`src/rtl/mem_ctrl_if.sv`:
```
// mem_ctrl_if: bundle of the fetch port, the load/store port and the
// byte-wide RAM/IO bus that the memory controller arbitrates.
//   slave  modport: the controller side (takes requests, drives the RAM bus).
//   master modport: the requesters plus RAM model side.
// Parameter ADDR_W sets the width of all address fields (>= 18).
interface mem_ctrl_if #(
    parameter int ADDR_W = 32
);
    logic              if_req;
    logic [ADDR_W-1:0] if_addr;
    logic              if_done;
    logic [31:0]       if_data;

    logic              ls_req;
    logic              ls_wr;
    logic [1:0]        ls_size;
    logic [ADDR_W-1:0] ls_addr;
    logic [31:0]       ls_wdata;
    logic              ls_done;
    logic [31:0]       ls_rdata;

    logic [7:0]        mem_din;
    logic [7:0]        mem_dout;
    logic [ADDR_W-1:0] mem_a;
    logic              mem_wr;
    logic              io_buffer_full;

    modport slave (
        input  if_req, if_addr, ls_req, ls_wr, ls_size, ls_addr, ls_wdata,
        input  mem_din, io_buffer_full,
        output if_done, if_data, ls_done, ls_rdata,
        output mem_dout, mem_a, mem_wr
    );

    modport master (
        output if_req, if_addr, ls_req, ls_wr, ls_size, ls_addr, ls_wdata,
        output mem_din, io_buffer_full,
        input  if_done, if_data, ls_done, ls_rdata,
        input  mem_dout, mem_a, mem_wr
    );
endinterface

```
`src/rtl/mem_ctrl.sv`:
```
// mem_ctrl: byte-serial memory controller / arbiter for the shared 8-bit
// RAM/IO bus. Serves 4-byte instruction fetches and 1/2/4-byte loads and
// stores, one byte per cycle, with a 1-cycle RAM read latency.
// Ports:
//   clk, rst   : clock, synchronous active-high reset
//   rdy        : global pause (registers hold, mem_wr forced low)
//   flush      : aborts in-flight fetches/loads, blocks their grants
//   bus        : mem_ctrl_if.slave (fetch port, load/store port, RAM bus,
//                io_buffer_full)
// Build option: define MEM_CTRL_RR_ARB_EN for round-robin arbitration between
// fetch and load/store; otherwise load/store has fixed priority.
module mem_ctrl #(
    parameter int         ADDR_W  = 32,
    parameter logic [1:0] IO_MASK = 2'b11
) (
    input logic        clk,
    input logic        rst,
    input logic        rdy,
    input logic        flush,
    mem_ctrl_if.slave  bus
);
    typedef enum logic [1:0] {
        IDLE  = 2'd0,
        READ  = 2'd1,
        WRITE = 2'd2
    } state_t;

    // Byte k of a little-endian word.
    function automatic logic [7:0] byte_sel(input logic [31:0] w, input logic [1:0] k);
        case (k)
            2'd0:    return w[7:0];
            2'd1:    return w[15:8];
            2'd2:    return w[23:16];
            default: return w[31:24];
        endcase
    endfunction

    // Index of the last byte of an access of the given size (size 3 = word).
    function automatic logic [1:0] size_to_last(input logic [1:0] size);
        case (size)
            2'd0:    return 2'd0;
            2'd1:    return 2'd1;
            default: return 2'd3;
        endcase
    endfunction

    state_t            state_q, state_d;
    logic [ADDR_W-1:0] addr_q, addr_d;
    logic [1:0]        last_q, last_d;
    logic [1:0]        idx_q, idx_d;
    logic              issue_q, issue_d;      // mem_a_q carries a read address
    logic              cap_vld_q, cap_vld_d;  // mem_din holds a byte to capture
    logic [1:0]        cap_idx_q, cap_idx_d;
    logic [31:0]       wdata_q, wdata_d;
    logic [31:0]       data_q, data_d;
    logic              is_if_q, is_if_d;
    logic [ADDR_W-1:0] mem_a_q, mem_a_d;
    logic [7:0]        mem_dout_q, mem_dout_d;
    logic              mem_wr_q, mem_wr_d;
    logic              if_done_q, if_done_d;
    logic [31:0]       if_data_q, if_data_d;
    logic              ls_done_q, ls_done_d;
    logic [31:0]       ls_rdata_q, ls_rdata_d;
`ifdef MEM_CTRL_RR_ARB_EN
    logic              last_ls_q, last_ls_d;  // 1 = load/store was served last
`endif

    logic              if_ok_s, ls_ok_s, grant_if_s, grant_ls_s, stall_s;
    logic [31:0]       cap_data_s;
    logic [1:0]        idx_nx_s;
    logic [ADDR_W-1:0] addr_nx_s;

    // Eligibility: a requester is ignored while its own done is showing, and
    // flush blocks fetches and loads but not stores.
    assign if_ok_s   = bus.if_req & ~if_done_q & ~flush;
    assign ls_ok_s   = bus.ls_req & ~ls_done_q & (~flush | bus.ls_wr);
    // The current write byte stalls while it targets the IO region and the
    // UART cannot accept it.
    assign stall_s   = (mem_a_q[17:16] == IO_MASK) & bus.io_buffer_full;
    assign idx_nx_s  = idx_q + 2'd1;
    assign addr_nx_s = addr_q + ADDR_W'(idx_nx_s);

    // Arbitration between the two requesters.
    always_comb begin
`ifdef MEM_CTRL_RR_ARB_EN
        if (if_ok_s && ls_ok_s) begin
            grant_if_s = last_ls_q;
            grant_ls_s = ~last_ls_q;
        end else begin
            grant_if_s = if_ok_s;
            grant_ls_s = ls_ok_s;
        end
`else
        grant_ls_s = ls_ok_s;
        grant_if_s = if_ok_s & ~ls_ok_s;
`endif
    end

    // Merge the byte arriving on mem_din into the read accumulator. This
    // happens even when rdy is low, because the byte's address was accepted.
    always_comb begin
        cap_data_s = data_q;
        if (cap_vld_q) begin
            case (cap_idx_q)
                2'd0:    cap_data_s[7:0]   = bus.mem_din;
                2'd1:    cap_data_s[15:8]  = bus.mem_din;
                2'd2:    cap_data_s[23:16] = bus.mem_din;
                default: cap_data_s[31:24] = bus.mem_din;
            endcase
        end else begin
            cap_data_s = data_q;
        end
    end

    // Next-state and next-output logic of the access sequencer.
    always_comb begin
        state_d    = state_q;
        addr_d     = addr_q;
        last_d     = last_q;
        idx_d      = idx_q;
        issue_d    = issue_q;
        cap_vld_d  = cap_vld_q;
        cap_idx_d  = cap_idx_q;
        wdata_d    = wdata_q;
        data_d     = cap_data_s;
        is_if_d    = is_if_q;
        mem_a_d    = mem_a_q;
        mem_dout_d = mem_dout_q;
        mem_wr_d   = mem_wr_q;
        if_done_d  = 1'b0;
        if_data_d  = if_data_q;
        ls_done_d  = 1'b0;
        ls_rdata_d = ls_rdata_q;
`ifdef MEM_CTRL_RR_ARB_EN
        last_ls_d  = last_ls_q;
`endif
        case (state_q)
            IDLE: begin
                if (rdy && (grant_if_s || grant_ls_s)) begin
                    is_if_d   = grant_if_s;
                    idx_d     = 2'd0;
                    data_d    = 32'd0;
                    cap_vld_d = 1'b0;
                    wdata_d   = bus.ls_wdata;
                    if (grant_if_s) begin
                        addr_d  = bus.if_addr;
                        last_d  = 2'd3;
                        mem_a_d = bus.if_addr;
                    end else begin
                        addr_d  = bus.ls_addr;
                        last_d  = size_to_last(bus.ls_size);
                        mem_a_d = bus.ls_addr;
                    end
                    if (grant_ls_s && bus.ls_wr) begin
                        state_d    = WRITE;
                        issue_d    = 1'b0;
                        mem_wr_d   = 1'b1;
                        mem_dout_d = bus.ls_wdata[7:0];
                    end else begin
                        state_d  = READ;
                        issue_d  = 1'b1;
                        mem_wr_d = 1'b0;
                    end
`ifdef MEM_CTRL_RR_ARB_EN
                    last_ls_d = grant_ls_s;
`endif
                end else if (rdy) begin
                    mem_a_d  = '0;
                    mem_wr_d = 1'b0;
                end else begin
                    mem_a_d = mem_a_q;
                end
            end
            READ: begin
                if (!rdy) begin
                    // Address not accepted: it is presented again next cycle.
                    cap_vld_d = 1'b0;
                end else if (flush) begin
                    state_d   = IDLE;
                    mem_a_d   = '0;
                    issue_d   = 1'b0;
                    cap_vld_d = 1'b0;
                end else if (issue_q) begin
                    cap_vld_d = 1'b1;
                    cap_idx_d = idx_q;
                    if (idx_q == last_q) begin
                        issue_d = 1'b0;
                        mem_a_d = '0;
                    end else begin
                        idx_d   = idx_nx_s;
                        mem_a_d = addr_nx_s;
                    end
                end else begin
                    // All addresses accepted; the last byte lands this edge.
                    state_d   = IDLE;
                    mem_a_d   = '0;
                    cap_vld_d = 1'b0;
                    if (is_if_q) begin
                        if_done_d = 1'b1;
                        if_data_d = cap_data_s;
                    end else begin
                        ls_done_d  = 1'b1;
                        ls_rdata_d = cap_data_s;
                    end
                end
            end
            WRITE: begin
                if (rdy && !stall_s) begin
                    if (idx_q == last_q) begin
                        state_d    = IDLE;
                        mem_a_d    = '0;
                        mem_wr_d   = 1'b0;
                        mem_dout_d = 8'd0;
                        ls_done_d  = 1'b1;
                    end else begin
                        idx_d      = idx_nx_s;
                        mem_a_d    = addr_nx_s;
                        mem_dout_d = byte_sel(wdata_q, idx_nx_s);
                    end
                end else begin
                    idx_d = idx_q;
                end
            end
            default: begin
                state_d   = IDLE;
                mem_a_d   = '0;
                mem_wr_d  = 1'b0;
                issue_d   = 1'b0;
                cap_vld_d = 1'b0;
            end
        endcase
    end

    // State and output registers with synchronous reset.
    always_ff @(posedge clk) begin
        if (rst) begin
            state_q    <= IDLE;
            addr_q     <= '0;
            last_q     <= 2'd0;
            idx_q      <= 2'd0;
            issue_q    <= 1'b0;
            cap_vld_q  <= 1'b0;
            cap_idx_q  <= 2'd0;
            wdata_q    <= 32'd0;
            data_q     <= 32'd0;
            is_if_q    <= 1'b0;
            mem_a_q    <= '0;
            mem_dout_q <= 8'd0;
            mem_wr_q   <= 1'b0;
            if_done_q  <= 1'b0;
            if_data_q  <= 32'd0;
            ls_done_q  <= 1'b0;
            ls_rdata_q <= 32'd0;
`ifdef MEM_CTRL_RR_ARB_EN
            last_ls_q  <= 1'b1;
`endif
        end else begin
            state_q    <= state_d;
            addr_q     <= addr_d;
            last_q     <= last_d;
            idx_q      <= idx_d;
            issue_q    <= issue_d;
            cap_vld_q  <= cap_vld_d;
            cap_idx_q  <= cap_idx_d;
            wdata_q    <= wdata_d;
            data_q     <= data_d;
            is_if_q    <= is_if_d;
            mem_a_q    <= mem_a_d;
            mem_dout_q <= mem_dout_d;
            mem_wr_q   <= mem_wr_d;
            if_done_q  <= if_done_d;
            if_data_q  <= if_data_d;
            ls_done_q  <= ls_done_d;
            ls_rdata_q <= ls_rdata_d;
`ifdef MEM_CTRL_RR_ARB_EN
            last_ls_q  <= last_ls_d;
`endif
        end
    end

    assign bus.mem_a    = mem_a_q;
    assign bus.mem_dout = mem_dout_q;
    // rdy and the UART stall gate the strobe directly so no byte is written
    // in a cycle where it would be lost.
    assign bus.mem_wr   = mem_wr_q & rdy & ~stall_s;
    assign bus.if_done  = if_done_q;
    assign bus.if_data  = if_data_q;
    assign bus.ls_done  = ls_done_q;
    assign bus.ls_rdata = ls_rdata_q;
endmodule

```
`src/flat_wrapper.sv`:
```
// flat-port wrapper written by rule: the top's interface ports become plain ports
module mem_ctrl_flat 
#(
    parameter int         ADDR_W  = 32,
    parameter logic [1:0] IO_MASK = 2'b11
)
  (clk, rst, rdy, flush, bus_if_req, bus_if_addr, bus_ls_req, bus_ls_wr, bus_ls_size, bus_ls_addr, bus_ls_wdata, bus_mem_din, bus_io_buffer_full, bus_if_done, bus_if_data, bus_ls_done, bus_ls_rdata, bus_mem_dout, bus_mem_a, bus_mem_wr);
  mem_ctrl_if #(.ADDR_W(ADDR_W)) bus_i ();
  input logic clk;
  input logic rst;
  input logic rdy;
  input logic flush;
  input wire logic [$bits(bus_i.if_req)-1:0] bus_if_req;
  input wire logic [$bits(bus_i.if_addr)-1:0] bus_if_addr;
  input wire logic [$bits(bus_i.ls_req)-1:0] bus_ls_req;
  input wire logic [$bits(bus_i.ls_wr)-1:0] bus_ls_wr;
  input wire logic [$bits(bus_i.ls_size)-1:0] bus_ls_size;
  input wire logic [$bits(bus_i.ls_addr)-1:0] bus_ls_addr;
  input wire logic [$bits(bus_i.ls_wdata)-1:0] bus_ls_wdata;
  input wire logic [$bits(bus_i.mem_din)-1:0] bus_mem_din;
  input wire logic [$bits(bus_i.io_buffer_full)-1:0] bus_io_buffer_full;
  output wire logic [$bits(bus_i.if_done)-1:0] bus_if_done;
  output wire logic [$bits(bus_i.if_data)-1:0] bus_if_data;
  output wire logic [$bits(bus_i.ls_done)-1:0] bus_ls_done;
  output wire logic [$bits(bus_i.ls_rdata)-1:0] bus_ls_rdata;
  output wire logic [$bits(bus_i.mem_dout)-1:0] bus_mem_dout;
  output wire logic [$bits(bus_i.mem_a)-1:0] bus_mem_a;
  output wire logic [$bits(bus_i.mem_wr)-1:0] bus_mem_wr;
  assign bus_i.if_req = bus_if_req;
  assign bus_i.if_addr = bus_if_addr;
  assign bus_i.ls_req = bus_ls_req;
  assign bus_i.ls_wr = bus_ls_wr;
  assign bus_i.ls_size = bus_ls_size;
  assign bus_i.ls_addr = bus_ls_addr;
  assign bus_i.ls_wdata = bus_ls_wdata;
  assign bus_i.mem_din = bus_mem_din;
  assign bus_i.io_buffer_full = bus_io_buffer_full;
  assign bus_if_done = bus_i.if_done;
  assign bus_if_data = bus_i.if_data;
  assign bus_ls_done = bus_i.ls_done;
  assign bus_ls_rdata = bus_i.ls_rdata;
  assign bus_mem_dout = bus_i.mem_dout;
  assign bus_mem_a = bus_i.mem_a;
  assign bus_mem_wr = bus_i.mem_wr;
  mem_ctrl #(.ADDR_W(ADDR_W), .IO_MASK(IO_MASK)) u_core (.clk(clk), .rst(rst), .rdy(rdy), .flush(flush), .bus(bus_i));
endmodule
```
`config.mk`:
```
export PLATFORM = sky130hd
export DESIGN_NAME = mem_ctrl_flat
export DESIGN_NICKNAME = d
export VERILOG_FILES = /design/src/rtl/mem_ctrl_if.sv /design/src/rtl/mem_ctrl.sv /design/src/flat_wrapper.sv
export SDC_FILE = /design/constraint.sdc
export NUM_CORES = 1
export LEC_CHECK = 0
export ABC_AREA = 1
export CAP_MARGIN = 15
export CORE_MARGIN = 1
export CORE_UTILIZATION = 31
export DETAILED_ROUTE_END_ITERATION = 8
export PLACE_DENSITY = 0.56
export SETUP_SLACK_MARGIN = 0.5
export SYNTH_ARGS = -nofsm -noshare
export SYNTH_HDL_FRONTEND = slang
export SYNTH_SLANG_ARGS = --single-unit
```
`constraint.sdc`:
```
create_clock -name clk -period 3.3 [get_ports clk]
set_clock_uncertainty 0.2 [all_clocks]
set_input_delay 0.33 -clock clk [delete_from_list [all_inputs] [get_ports clk]]
set_output_delay 0.33 -clock clk [all_outputs]
set_load 0.005 [all_outputs]
```
* After elaboration in Yosys (flattened, before gate mapping)
Index checks and enable logic that the tools add are counted.
** Storage, ports and cells
- Register bits :: 214
- Latch bits :: 0
- RAM bits :: 0
- ROM bits :: 0
- Logic and storage cells :: 145
- Memories :: 0
** Operators by class
- $add $sub $neg :: 2
- Multipliers :: 0
- Divide/modulo/power cells :: 0
- $lt $le $gt $ge :: 0
- Eq/ne operators :: 18
- Shift operators :: 0
- Muxes and demuxes :: 65
- Bitwise operators :: 19
- Reduce and logical (&&, ||, !) cells :: 24
** Operators with widths (count)
- $mux 32 :: 11
- $pmux 32 s3 :: 1
- $mux 8 :: 8
- $add 32x2->32 :: 1
- $mux 2 :: 14
- $pmux 8 s3 :: 1
- $mux 1 :: 22
- $pmux 8 s2 :: 1
- $reduce_and 5->1 :: 3
- $pmux 2 s3 :: 2
- $reduce_and 4->1 :: 3
- $ne 2x1->1 const B :: 5
- $not 1->1 :: 10
- $pmux 1 s3 :: 3
- $and 1x1->1 :: 8
- $eq 2x1->1 const B :: 4
- $eq 2x2->1 const B :: 4
- $logic_not 2->1 :: 4
- $reduce_and 3->1 :: 2
- $reduce_and 6->1 :: 1
- $reduce_or 5->1 :: 1
- $ne 2x2->1 const B :: 2
- $pmux 2 s2 :: 1
- $reduce_and 2->1 :: 2
- other kinds (12) :: 14

* Depth between registers and ports, before layout
Gate-level depths: netlist (run 1).
- Depth in word-level cells :: 9
- Mapped depth :: 14
- Depth with buffers taken out :: 14

* Worst setup path after synthesis (run 1)
OpenSTA, ideal clock, no wires.
- Path kind :: register to register
- Start :: register u_core.idx_q[0]
- End :: register u_core.mem_a_q[18], in the netlist u_core.bus.mem_a[18]
- Data arrival time :: 2.247 ns
- Data required time :: 3.030 ns
- Path slack :: 0.782 ns
- Cell stages (with the launch flop) :: 14
- Path buffers :: 0
- Cells stage by stage :: dfxtp_1 -> inv_1 -> ha_1 -> inv_1 -> fa_1 -> nor2_2 -> nand3_1 -> nor2_2 -> nand2_1 -> nand2_1 -> nand2_1 -> o21ai_1 -> nand2_1 -> a21oi_1
** On the way
- Longest elaborated chain between the ends :: 7
- Elaborated cells on any way between the ends :: 9
- Classes of those cells :: 2 x add/sub; 1 x eq/ne; 6 x mux
** RTL lines
- start, declared :: RTL line mem_ctrl.sv:50 : logic [1:0] idx_q, idx_d;
- start signal, assigned :: RTL line mem_ctrl.sv:261 : idx_q <= idx_d;
- $add 2x1->2 :: RTL line mem_ctrl.sv:80 : assign idx_nx_s = idx_q + 2'd1;
- $add 32x2->32 :: RTL line mem_ctrl.sv:81 : assign addr_nx_s = addr_q + ADDR_W'(idx_nx_s);
- $mux 32 * :: RTL line mem_ctrl.sv:186, mem_ctrl.sv:209
- $mux 32 :: RTL line mem_ctrl.sv:183 : end else if (issue_q) begin
- $mux 32 :: RTL line mem_ctrl.sv:178 : end else if (flush) begin
- $mux 32 :: RTL line mem_ctrl.sv:175 : if (!rdy) begin
- $pmux 32 s3 * :: RTL line mem_ctrl.sv:137 : case (state_q)
- end signal, assigned :: RTL line mem_ctrl.sv:268 : mem_a_q <= mem_a_d;
- end, declared :: RTL line mem_ctrl.sv:57 : logic [ADDR_W-1:0] mem_a_q, mem_a_d;
Every way passes the cells marked *; elsewhere a longest branch is shown, timed or not. The select of a mux whose other input is x is not followed.
A chain may end at the register's enable or synchronous reset.

* Final worst setup path (run 1)
Same ends and word-level chain as after synthesis.

==> impl_metrics.csv, run 1 <==
group,metric,value,unit
die,io_pins,221,
worst_setup_path,cp-end-kind,"flop",
synth,synth-seq-area-share,0.454,
worst_setup_path,crit_type,"reg -> reg",
placed_design,port-buffer-count,220,
timing,worst_pin_slew,0.786,ns
clock_tree,cts_root_buf,"clkbuf_16",
die,num_rows,63,
grt,grt_pass1_wl,47800,um
detailed_routing,firstDrtPassIters,5,
power,p_per_area,628,nW/um^2
worst_hold_path,hold_class,"in -> reg",
worst_setup_path,crit_chain,"inv_1, ha_4, inv_1, fa_2, nor2_4, nand3_2, nor2_4, nand2_1, nand2_1, nand2_1, o21ai_1, nand2_1, a21oi_1",
synth,synthCells,1313,
worst_setup_path,arrival,2.87,ns
final_layout,area_delta_synth_final,36.9,%
power,fin_total_pwr,0.00812,W
timing,timing.hold.ws,0.0963,ns
grt,grt_pass1_vias,8652,
timing,timing.fmax,382,MHz
timing,period_share,0.793,
timing,rsz0062_at_grt,"false",
synth,ys_warn_count,0,
detailed_routing,wirelength,30100,um
die,die_w,177,um
synth,mappedNetlistArea,9440,um^2
timing,worst_slack,0.682,ns
synth,syn-num-nets,1439,
worst_setup_path,cpMaxStageDelayCell,"fa_2",
power,p_leak,5.12,nW
timing,hold_viol,0,
detailed_routing,drcViolationCount,0,
placed_design,place_area,12000,um^2
detailed_routing,avgViaCountPerCell,4.79,
worst_setup_path,cp_common_cell,"nand2_1",
timing,finalSetupViolCount,0,
synth,synth-seq-cells,214,
synth,avgSynthCellArea,7.19,um^2
synth,synthArstFlopShare,0,
timing,max_slew_margin,0.476,
final_layout,nNetsFinal,1637,
detailed_routing,postRouteAntennaNets,0,
run_status,status,"finished clean",
detailed_routing,wire_per_inst,15.7,um
grt,grt_usage,0.192,
worst_setup_path,cp_slowest_stage_delay,0.44,ns
flow_run,max-cap-violations,0,
synth,synth_edf_count,0,
synth,synth_cell_types,36,
die,die_h,177,um
clock_tree,cts_setup_buffers,0,
detailed_routing,drtIter0Drc,591,
worst_setup_path,reg2reg_slack,0.68,ns
final_layout,finalInstanceArea,12900,um^2
worst_setup_path,cp.required,3.55,ns
clock_tree,worstSkewPairLatency,0.52,ns
grt,overflow,0,
clock_tree,htree_levels,1,
clock_tree,cts_tree,"done",
worst_setup_path,worstSetupStartpointType,"flop",
grt,grt_max_degree,72,
die,core,29800,um^2
timing,setup-tns-final,0,ns
clock_tree,cts_made_buffers,25,
synth,ys.flop_type,"dfxtp_1",
detailed_routing,vias,9199,
final_layout,diodes,0,
final_layout,drive_above_1_share,0.0582,
timing,drv_slew,0,
power,ir_drop,0.413,mV
clock_tree,cts_buffer_depth,3,
die,die-area,31200,um^2
clock_tree,clk_pin_slew_worst_paths,0.06,ns
placed_design,dp_worst_setup_slack,0.400,ns
die,initial_core_util,0.317,
clock_tree,cts_sinks,214,
grt,grt_antenna_before_repair,1,
timing,min_period,2.62,ns
placed_design,gp_congestion,0.885,
worst_setup_path,critPathMaxFanout,6,
placed_design,dp_hpwl,21100,um
final timing paths:
check | startpoint | endpoint | depth (start not counted)
setup / recovery | u_core.idx_q[0] | u_core.bus.mem_a[18] | 13
hold / removal | rst | u_core.wdata_q[1] | 4
setup reg to reg | u_core.idx_q[0] | u_core.bus.mem_a[18] | 13
hold reg to reg | u_core.wdata_q[9] | u_core.wdata_q[9] | 2
report_power, final:
group | internal (W) | switching, W
Clock | 0.00185 | 0.00112
Sequential | 0.00288 | 0.000189
Combinational | 0.000798 | 0.00128
cell type report:
class / instances / area, um^2
Tap cell: 390 / 488
Inverter: 86 / 323
Multi-Input combinational cell: 948 / 4580
Clock buffer: 39 / 778
Fill cell: 3054 / 16900
Sequential cell: 214 / 4290
Clock inverter: 7 / 120
Timing Repair Buffer: 236 / 2350
worst max-delay path, delay by kind of cell, from the launching register on:
family	cells	cell delay (ns)
and+or+nand+nor	7	0.80
adders and majority gates	2	0.75
DFF	1	0.37
AOI/OAI and AO/OA	2	0.23
buffers and inverters	2	0.20
kinds of logic after synthesis:
kind of cell               share of synthesized area
buffers and inverters                         0.0673
AOI/OAI and AO/OA                              0.186
DFF                                            0.454
adders and majority gates                     0.0167
and+or+nand+nor                                0.239
muxes                                         0.0339
xor gates and xnor gates                     0.00371
metrics by stage:
step	utilization	cells
finish	0.434	1920
detailed placement	0.402	1874
CTS	0.433	1920
global placement	0.402	1874
floorplan	-	1313
global route	0.434	1920
synth_stat cells (6+ instances only):
cell type | count | area (um^2)
dfxtp_1 | 214 | 4280
inv_1 | 82 | 308
o22ai_1 | 18 | 113
a21oi_1 | 164 | 821
nand4_1 | 7 | 43.8
nand3_1 | 30 | 150
ha_1 | 11 | 138
o21ai_0 | 146 | 731
clkbuf_1 | 26 | 97.6
nor2_2 | 7 | 43.8
buf_2 | 28 | 140
o21ai_1 | 6 | 30.0
nor2_1 | 128 | 480
mux2i_1 | 32 | 320
nand2_1 | 366 | 1370
buf_4 | 7 | 52.6
registers in the layout, indices dropped and copies added (netlist names), 2 cells and up:
register	flops
u_core.wdata_q	32
u_core.bus.mem_dout	8
u_core.bus.if_data	32
u_core.data_q	32
u_core.addr_q	32
u_core.state_q	2
u_core.last_q	2
u_core.cap_idx_q	2
u_core.bus.ls_rdata	32
u_core.bus.mem_a	32
u_core.idx_q	2
per-layer routing:
layer  up-vias  part of all wire  track usage
met5         -           0.00056            0
met4         2             0.022       0.0474
met3        36             0.077       0.0487
met2       250              0.43        0.293
met1      4222              0.47        0.267
li1       4689                 -            -
placed cells by master (no fill, tap or decap), types with 10 or more instances in the layout:
cell type and n:
a21oi_1 164, buf_4 13, clkbuf_16 25, clkbuf_8 10, clkdlybuf4s50_1 219, dfxtp_1 213
ha_1 10, inv_1 81, mux2i_1 32, nand2_1 366, nand3_1 29, nor2_1 124
o21ai_0 146, o22ai_1 18
repair_timing:
| item | in CTS | in global routing |
|---|---|---|
| pin swaps | 1 | 1 |
| setup endpoints to repair | 11 | 18 |
| gates resized for setup | 4 | 6 |
| hold buffers | 0 | 0 |
| endpoints found under the hold margin | 0 | 0 |
No activity file was read; power rests on OpenSTA's default activity.
==> run 2: changes to the inputs <==
==> constraint.sdc (replaced) <==
create_clock -name clk -period 2.6 [get_ports clk]
set_clock_uncertainty 0.2 [all_clocks]
set_input_delay 0.26 -clock clk [delete_from_list [all_inputs] [get_ports clk]]
set_output_delay 0.26 -clock clk [all_outputs]
set_load 0.005 [all_outputs]
==> run 2 against run 1 <==
Against the previous run:
- clock-buffer cell count is 7 lower
- power is 33% higher
- largest cell class unchanged
- final cell count is 2.1% higher
- routed wire length is 6.5% higher
==> impl_metrics.csv, run 2 (synthesis gave the netlist of run 1 again) <==
group,metric,value,unit
detailed_routing,highest-signal-layer,"met4",
detailed_routing,wirelength,32100,um
die,core,29800,um^2
worst_setup_path,reg2reg_slack,0.18,ns
worst_setup_path,r2r-start,"u_core.idx_q[0]",
final_layout,area_delta_synth_final,45.0,%
timing,min_period,2.42,ns
grt,grt_usage,0.199,
final_layout,final_cell_mix,"nand2_1, clkdlybuf4s50_1, dfxtp_1",
worst_hold_path,worstHoldPathCells,3,
power,p_seq_frac,0.362,
clock_tree,cts_buffer_depth,3,
detailed_routing,met2_wirelength,14000,um
detailed_routing,drcViolationCount,0,
detailed_routing,wl_met3,2590,um
worst_setup_path,timing.rr.end,"u_core.bus.mem_a[4]",
grt,overflow,0,
worst_setup_path,crit_type,"reg -> reg",
grt,grt_pass1_vias,8999,
detailed_routing,firstDrtPassIters,5,
timing,finalSetupViolCount,0,
grt,grt_max_degree,72,
worst_hold_path,hold_start,"bus_ls_wdata[28]",
clock_tree,cts_sinks,214,
die,initial_core_util,0.317,
final_layout,nNetsFinal,1679,
detailed_routing,postRouteAntennaNets,0,
worst_setup_path,critPathMaxFanout,4,
worst_hold_path,worstHoldEndpoint,"u_core.wdata_q[28]",
flow_run,max-cap-violations,0,
worst_setup_path,cp.required,2.85,ns
detailed_routing,vias,9519,
final_layout,final_common_cell,"nand2_1",
clock_tree,htree_levels,1,
timing,hold_viol,0,
die,die_h,177,um
worst_setup_path,arrival,2.67,ns
final_layout,utilization,0.460,
grt,grt_pass1_wl,49500,um
worst_setup_path,worstSetupStartpointType,"flop",
timing,timing.fmax,413,MHz
die,io_pins,221,
placed_design,gp_congestion,0.890,
clock_tree,cts_root_buf,"clkbuf_16",
timing,worst_pin_slew,0.812,ns
final_layout,fillers,3013,
detailed_routing,m1WireLength,14900,um
timing,max_slew_margin,0.457,
run_status,status,"finished clean",
detailed_routing,avgViaCountPerCell,4.86,
clock_tree,cts_made_buffers,24,
timing,setup-tns-final,0,ns
timing,drv_slew,0,
power,power.internal,0.00731,W
worst_setup_path,reg2regPathDepth,14,
placed_design,port-buffer-count,220,
final_layout,diodes,0,
power,power.net_switching,0.00351,W
worst_setup_path,cp-end-kind,"flop",
grt,grt_antenna_before_repair,0,
clock_tree,clk_pin_slew_worst_paths,0.06,ns
die,die-area,31200,um^2
die,die_w,177,um
power,p_leak,5.40,nW
power,p_per_area,790,nW/um^2
worst_hold_path,hold_class,"in -> reg",
power,switching_share,0.324,
power,ir_drop,0.410,mV
power,p_comb_frac,0.296,
clock_tree,worstSkewPairLatency,0.53,ns
timing,worst_slack,0.178,ns
detailed_routing,wire_per_inst,16.4,um
timing,rsz0062_at_grt,"true",
placed_design,dp_worst_setup_slack,0.127,ns
clock_tree,cts_tree,"done",
final_layout,layout.cells.non_filler,1960,
placed_design,dp_hpwl,21400,um
final_layout,drive_above_1_share,0.116,
die,num_rows,63,
placed_design,placedCellCount,1883,
power,clkPwrFrac,0.342,
detailed_routing,drtIter0Drc,568,
timing,period_share,0.931,
-- run 2: through the flow --
step / total power (W) / hold WS [ns] / cell area, um^2
after global routing: 0.0114 / 0.144 / 13700
after floorplan: 0.00554 / 0.195 / 9500
after CTS: 0.0107 / 0.138 / 13500
after global placement: 0.00667 / 0.241 / 12200
final: 0.0108 / 0.147 / 13700
after detailed placement: 0.00668 / 0.247 / 12200
-- run 2: timing repair --
action / 4_1_cts / 5_1_grt
gates resized for setup: 54 / 46
hold buffers: 1 / 0
hold endpoints to repair: 13 / 0
pin swaps: 29 / 32
cloned: 1 / 2
buffers inserted: 23 / 7
endpoints found under the setup margin: 41 / 86
-- run 2: routing by layer --
layer | vias to the layer above | GRT usage
met4 | 0 | 0.0409
met3 | 38 | 0.0534
met2 | 271 | 0.307
met5 | - | 0
li1 | 4786 | -
met1 | 4424 | 0.277
-- run 2: area by class of cell --
type	instances	area, um^2	share of cell area
Multi-Input combinational cell	949	4850	0.354
Tap cell	390	488	0.0356
Sequential cell	214	4300	0.314
Clock inverter	11	196	0.0143
Inverter	86	340	0.0249
Timing Repair Buffer	278	2860	0.209
Clock buffer	32	661	0.0482
-- run 2: power groups by stage --
stage / Combinational (W) / Sequential [W] / Clock (W)
5_1_grt: 0.00352 / 0.00396 / 0.00392
6_report: 0.00321 / 0.00391 / 0.00370
3_5_place_dp: 0.00271 / 0.00397 / 0
4_1_cts: 0.00299 / 0.00390 / 0.00377
2_1_floorplan: 0.00162 / 0.00392 / 0
3_3_place_gp: 0.00270 / 0.00397 / 0
-- run 2: how the worst max path moves through the flow --
stage | startpoint | to | slack (ns)
after floorplan | u_core.idx_q[0] | u_core.bus.mem_a[12] | 0.45
after global routing | u_core.idx_q[0] | u_core.bus.mem_a[8] | 0.07
after global placement | rdy | u_core.bus.mem_a[23] | 0.15
after detailed placement | rdy | u_core.bus.mem_a[4] | 0.13
final | u_core.idx_q[0] | u_core.bus.mem_a[4] | 0.18
after CTS | u_core.idx_q[0] | u_core.bus.mem_a[30] | 0.22
-- run 2: critical path, cell delays in order (launching register included) --
cell     delay, ns
dfxtp_4       0.36
inv_4         0.04
ha_4          0.26
inv_2         0.04
fa_2          0.40
buf_12        0.15
nor2_4        0.13
buf_4         0.13
buf_6         0.08
buf_6         0.08
buf_6         0.08
o21ai_2       0.04
o21ai_1       0.14
nand2_1       0.08
a21oi_1       0.13
==> run 3: changes to the inputs <==
--- a/config.mk
+++ b/config.mk
@@ -7,10 +7,13 @@
 export LEC_CHECK = 0
 export ABC_AREA = 1
 export CAP_MARGIN = 15
+export CELL_PAD_IN_SITES_DETAIL_PLACEMENT = 0
+export CELL_PAD_IN_SITES_GLOBAL_PLACEMENT = 1
+export CORE_ASPECT_RATIO = 1.1
 export CORE_MARGIN = 1
 export CORE_UTILIZATION = 31
 export DETAILED_ROUTE_END_ITERATION = 8
-export PLACE_DENSITY = 0.56
+export PLACE_DENSITY = 0.73
 export SETUP_SLACK_MARGIN = 0.5
 export SYNTH_ARGS = -nofsm -noshare
 export SYNTH_HDL_FRONTEND = slang
==> run 3 against run 2 <==
Against the previous run:
- sequential power is essentially flat
- global-route usage shrank 0.44 points
- maximum frequency grew 3.1%
- sequential share of layout area grew 0.74 points
==> impl_metrics.csv, run 3 (synthesis gave the netlist of run 1 again) <==
group,metric,value,unit
run_status,status,"finished clean",
final_layout,finalInstanceArea,13400,um^2
final_layout,area_delta_synth_final,41.7,%
detailed_routing,wirelength,30800,um
die,num_rows,66,
worst_setup_path,reg2regPathDepth,13,
clock_tree,worstSkewPairLatency,0.52,ns
worst_setup_path,arrival,2.60,ns
placed_design,place_area,12100,um^2
final_layout,drive_above_1_share,0.100,
worst_setup_path,crit_type,"reg -> reg",
clock_tree,cts_hold_repair.buffers,0,
timing,timing.fmax,426,MHz
detailed_routing,firstDrtPassIters,5,
worst_setup_path,cp.required,2.85,ns
die,die_w,168,um
clock_tree,cts_sinks,214,
grt,grt_pass1_vias,8882,
detailed_routing,vias,9303,
power,p_comb_frac,0.273,
power,power.internal,0.00715,W
timing,setup-tns-final,0,ns
final_layout,fillers,3050,
final_layout,final_cell_mix,"nand2_1, clkdlybuf4s50_1, dfxtp_1",
power,power.net_switching,0.00336,W
placed_design,dp_hpwl,21400,um
worst_setup_path,crit_chain,"inv_6, ha_4, inv_2, fa_2, nor2_4, nand3_4, nor2_4, nand2_2, nand2_1, nand2_1, o21ai_1, nand2_1, a21oi_1",
final_layout,utilization,0.450,
final_layout,final_common_cell,"nand2_1",
worst_setup_path,worstSetupStartpointType,"flop",
die,core,29700,um^2
timing,min_period,2.35,ns
grt,grt_pass1_wl,48400,um
power,p_per_area,785,nW/um^2
grt,grt_usage,0.195,
timing,worst_pin_slew,0.806,ns
detailed_routing,drcViolationCount,0,
die,die-area,31200,um^2
worst_setup_path,crit_end,"u_core.bus.mem_a[22]",
timing,drv_slew,0,
die,io_pins,221,
clock_tree,cts_root_buf,"clkbuf_16",
die,die_h,185,um
worst_setup_path,worstSetupStartpoint,"u_core.idx_q[0]",
grt,overflow,0,
timing,hold_viol,0,
worst_setup_path,cpMaxStageDelayCell,"fa_2",
timing,period_share,0.903,
die,initial_core_util,0.318,
detailed_routing,wire_per_inst,15.9,um
detailed_routing,postRouteAntennaNets,0,
grt,grt_max_degree,72,
worst_setup_path,crit_buf_inv,2,
worst_setup_path,cp.depth,13,
timing,max_slew_margin,0.463,
worst_setup_path,cp_common_cell,"nand2_1",
worst_setup_path,reg2reg_slack,0.25,ns
worst_setup_path,cp_slowest_stage_delay,0.40,ns
placed_design,port-buffer-count,220,
detailed_routing,avgViaCountPerCell,4.82,
power,clkPwrFrac,0.355,
clock_tree,htree_levels,1,
power,switching_share,0.319,
worst_hold_path,hold_class,"in -> reg",
clock_tree,cts_tree,"done",
placed_design,gp_congestion,0.873,
worst_setup_path,r2r-start,"u_core.idx_q[0]",
clock_tree,cts_buffer_depth,3,
flow_run,max-cap-violations,0,
worst_setup_path,cp-end-kind,"flop",
clock_tree,cts_made_buffers,24,
worst_setup_path,critical_path.top_delay_family,"simple AND/OR/NAND/NOR gates",
power,p_seq_frac,0.372,
grt,grt_antenna_before_repair,3,
timing,finalSetupViolCount,0,
power,p_leak,5.29,nW
worst_setup_path,timing.rr.end,"u_core.bus.mem_a[22]",
final_layout,nNetsFinal,1665,
clock_tree,clk_pin_slew_worst_paths,0.06,ns
final_layout,diodes,0,
detailed_routing,drtIter0Drc,453,
worst_setup_path,critPathMaxFanout,6,
timing,rsz0062_at_grt,"true",
power,ir_drop,0.528,mV
## run 3: timing repair
item / 4_1_cts / 5_1_grt
endpoints found under the setup margin: 36 / 52
cloned: 0 / 0
hold endpoints to repair: 0 / 0
pin swaps: 22 / 21
resized for setup: 41 / 22
buffers inserted: 14 / 5
## run 3: final cells by class
class	count	area (um^2)	area share
multi-input combinational	948	4760	0.356
sequential	214	4290	0.321
timing repair buffer	265	2640	0.197
clock buffer	31	667	0.0499
tap	374	468	0.0350
inverter	86	334	0.0250
clock inverter	13	210	0.0157
## run 3: per-layer routing
metal  wire length [um]  vias up  global-route usage
li1                   -     4766                   -
met1              14300     4256               0.258
met2              13500      237               0.309
met3               2440       38              0.0594
met4                506        6              0.0433
met5                 39        -                   0
## run 3: worst register-to-register path: stages (launching register included)
cell and delay [ns]:
dfxtp_4 0.37, inv_6 0.04, ha_4 0.26, inv_2 0.04, fa_2 0.40, nor2_4 0.14
nand3_4 0.09, nor2_4 0.21, nand2_2 0.09, nand2_1 0.06, nand2_1 0.05, o21ai_1 0.14
nand2_1 0.07, a21oi_1 0.11
## run 3: worst min path at each step
| stage | from | end | slack, ns | cells past startpoint |
|---|---|---|---|---|
| 3_5_place_dp | u_core.wdata_q[11] | u_core.wdata_q[11] | 0.24 | 2 |
| 4_1_cts | bus_ls_wdata[31] | u_core.wdata_q[31] | 0.12 | 3 |
| 5_1_grt | bus_ls_wdata[31] | u_core.wdata_q[31] | 0.16 | 3 |
| 3_3_place_gp | u_core.wdata_q[11] | u_core.wdata_q[11] | 0.23 | 2 |
| 6_report | bus_ls_wdata[31] | u_core.wdata_q[31] | 0.13 | 3 |
| 2_1_floorplan | bus_ls_wdata[24] | u_core.wdata_q[24] | 0.19 | 2 |
## run 3: through the flow
step | cells | setup slack [ns] | total power [W] | hold WS (ns)
6_report | 1931 | 0.252 | 0.0105 | 0.132
5_1_grt | 1931 | 0.127 | 0.0111 | 0.158
4_1_cts | 1926 | 0.205 | 0.0106 | 0.119
3_5_place_dp | 1868 | 0.181 | 0.00671 | 0.242
3_3_place_gp | 1868 | 0.228 | 0.00672 | 0.233
2_1_floorplan | 1313 | 0.446 | 0.00554 | 0.195
## run 3: power groups by stage
stage               logic (W)  registers (W)  clock network (W)
global placement      0.00275        0.00397                  0
finish                0.00286        0.00391            0.00373
global route          0.00318        0.00395            0.00397
CTS                   0.00283        0.00390            0.00383
detailed placement    0.00275        0.00397                  0
floorplan             0.00162        0.00392                  0
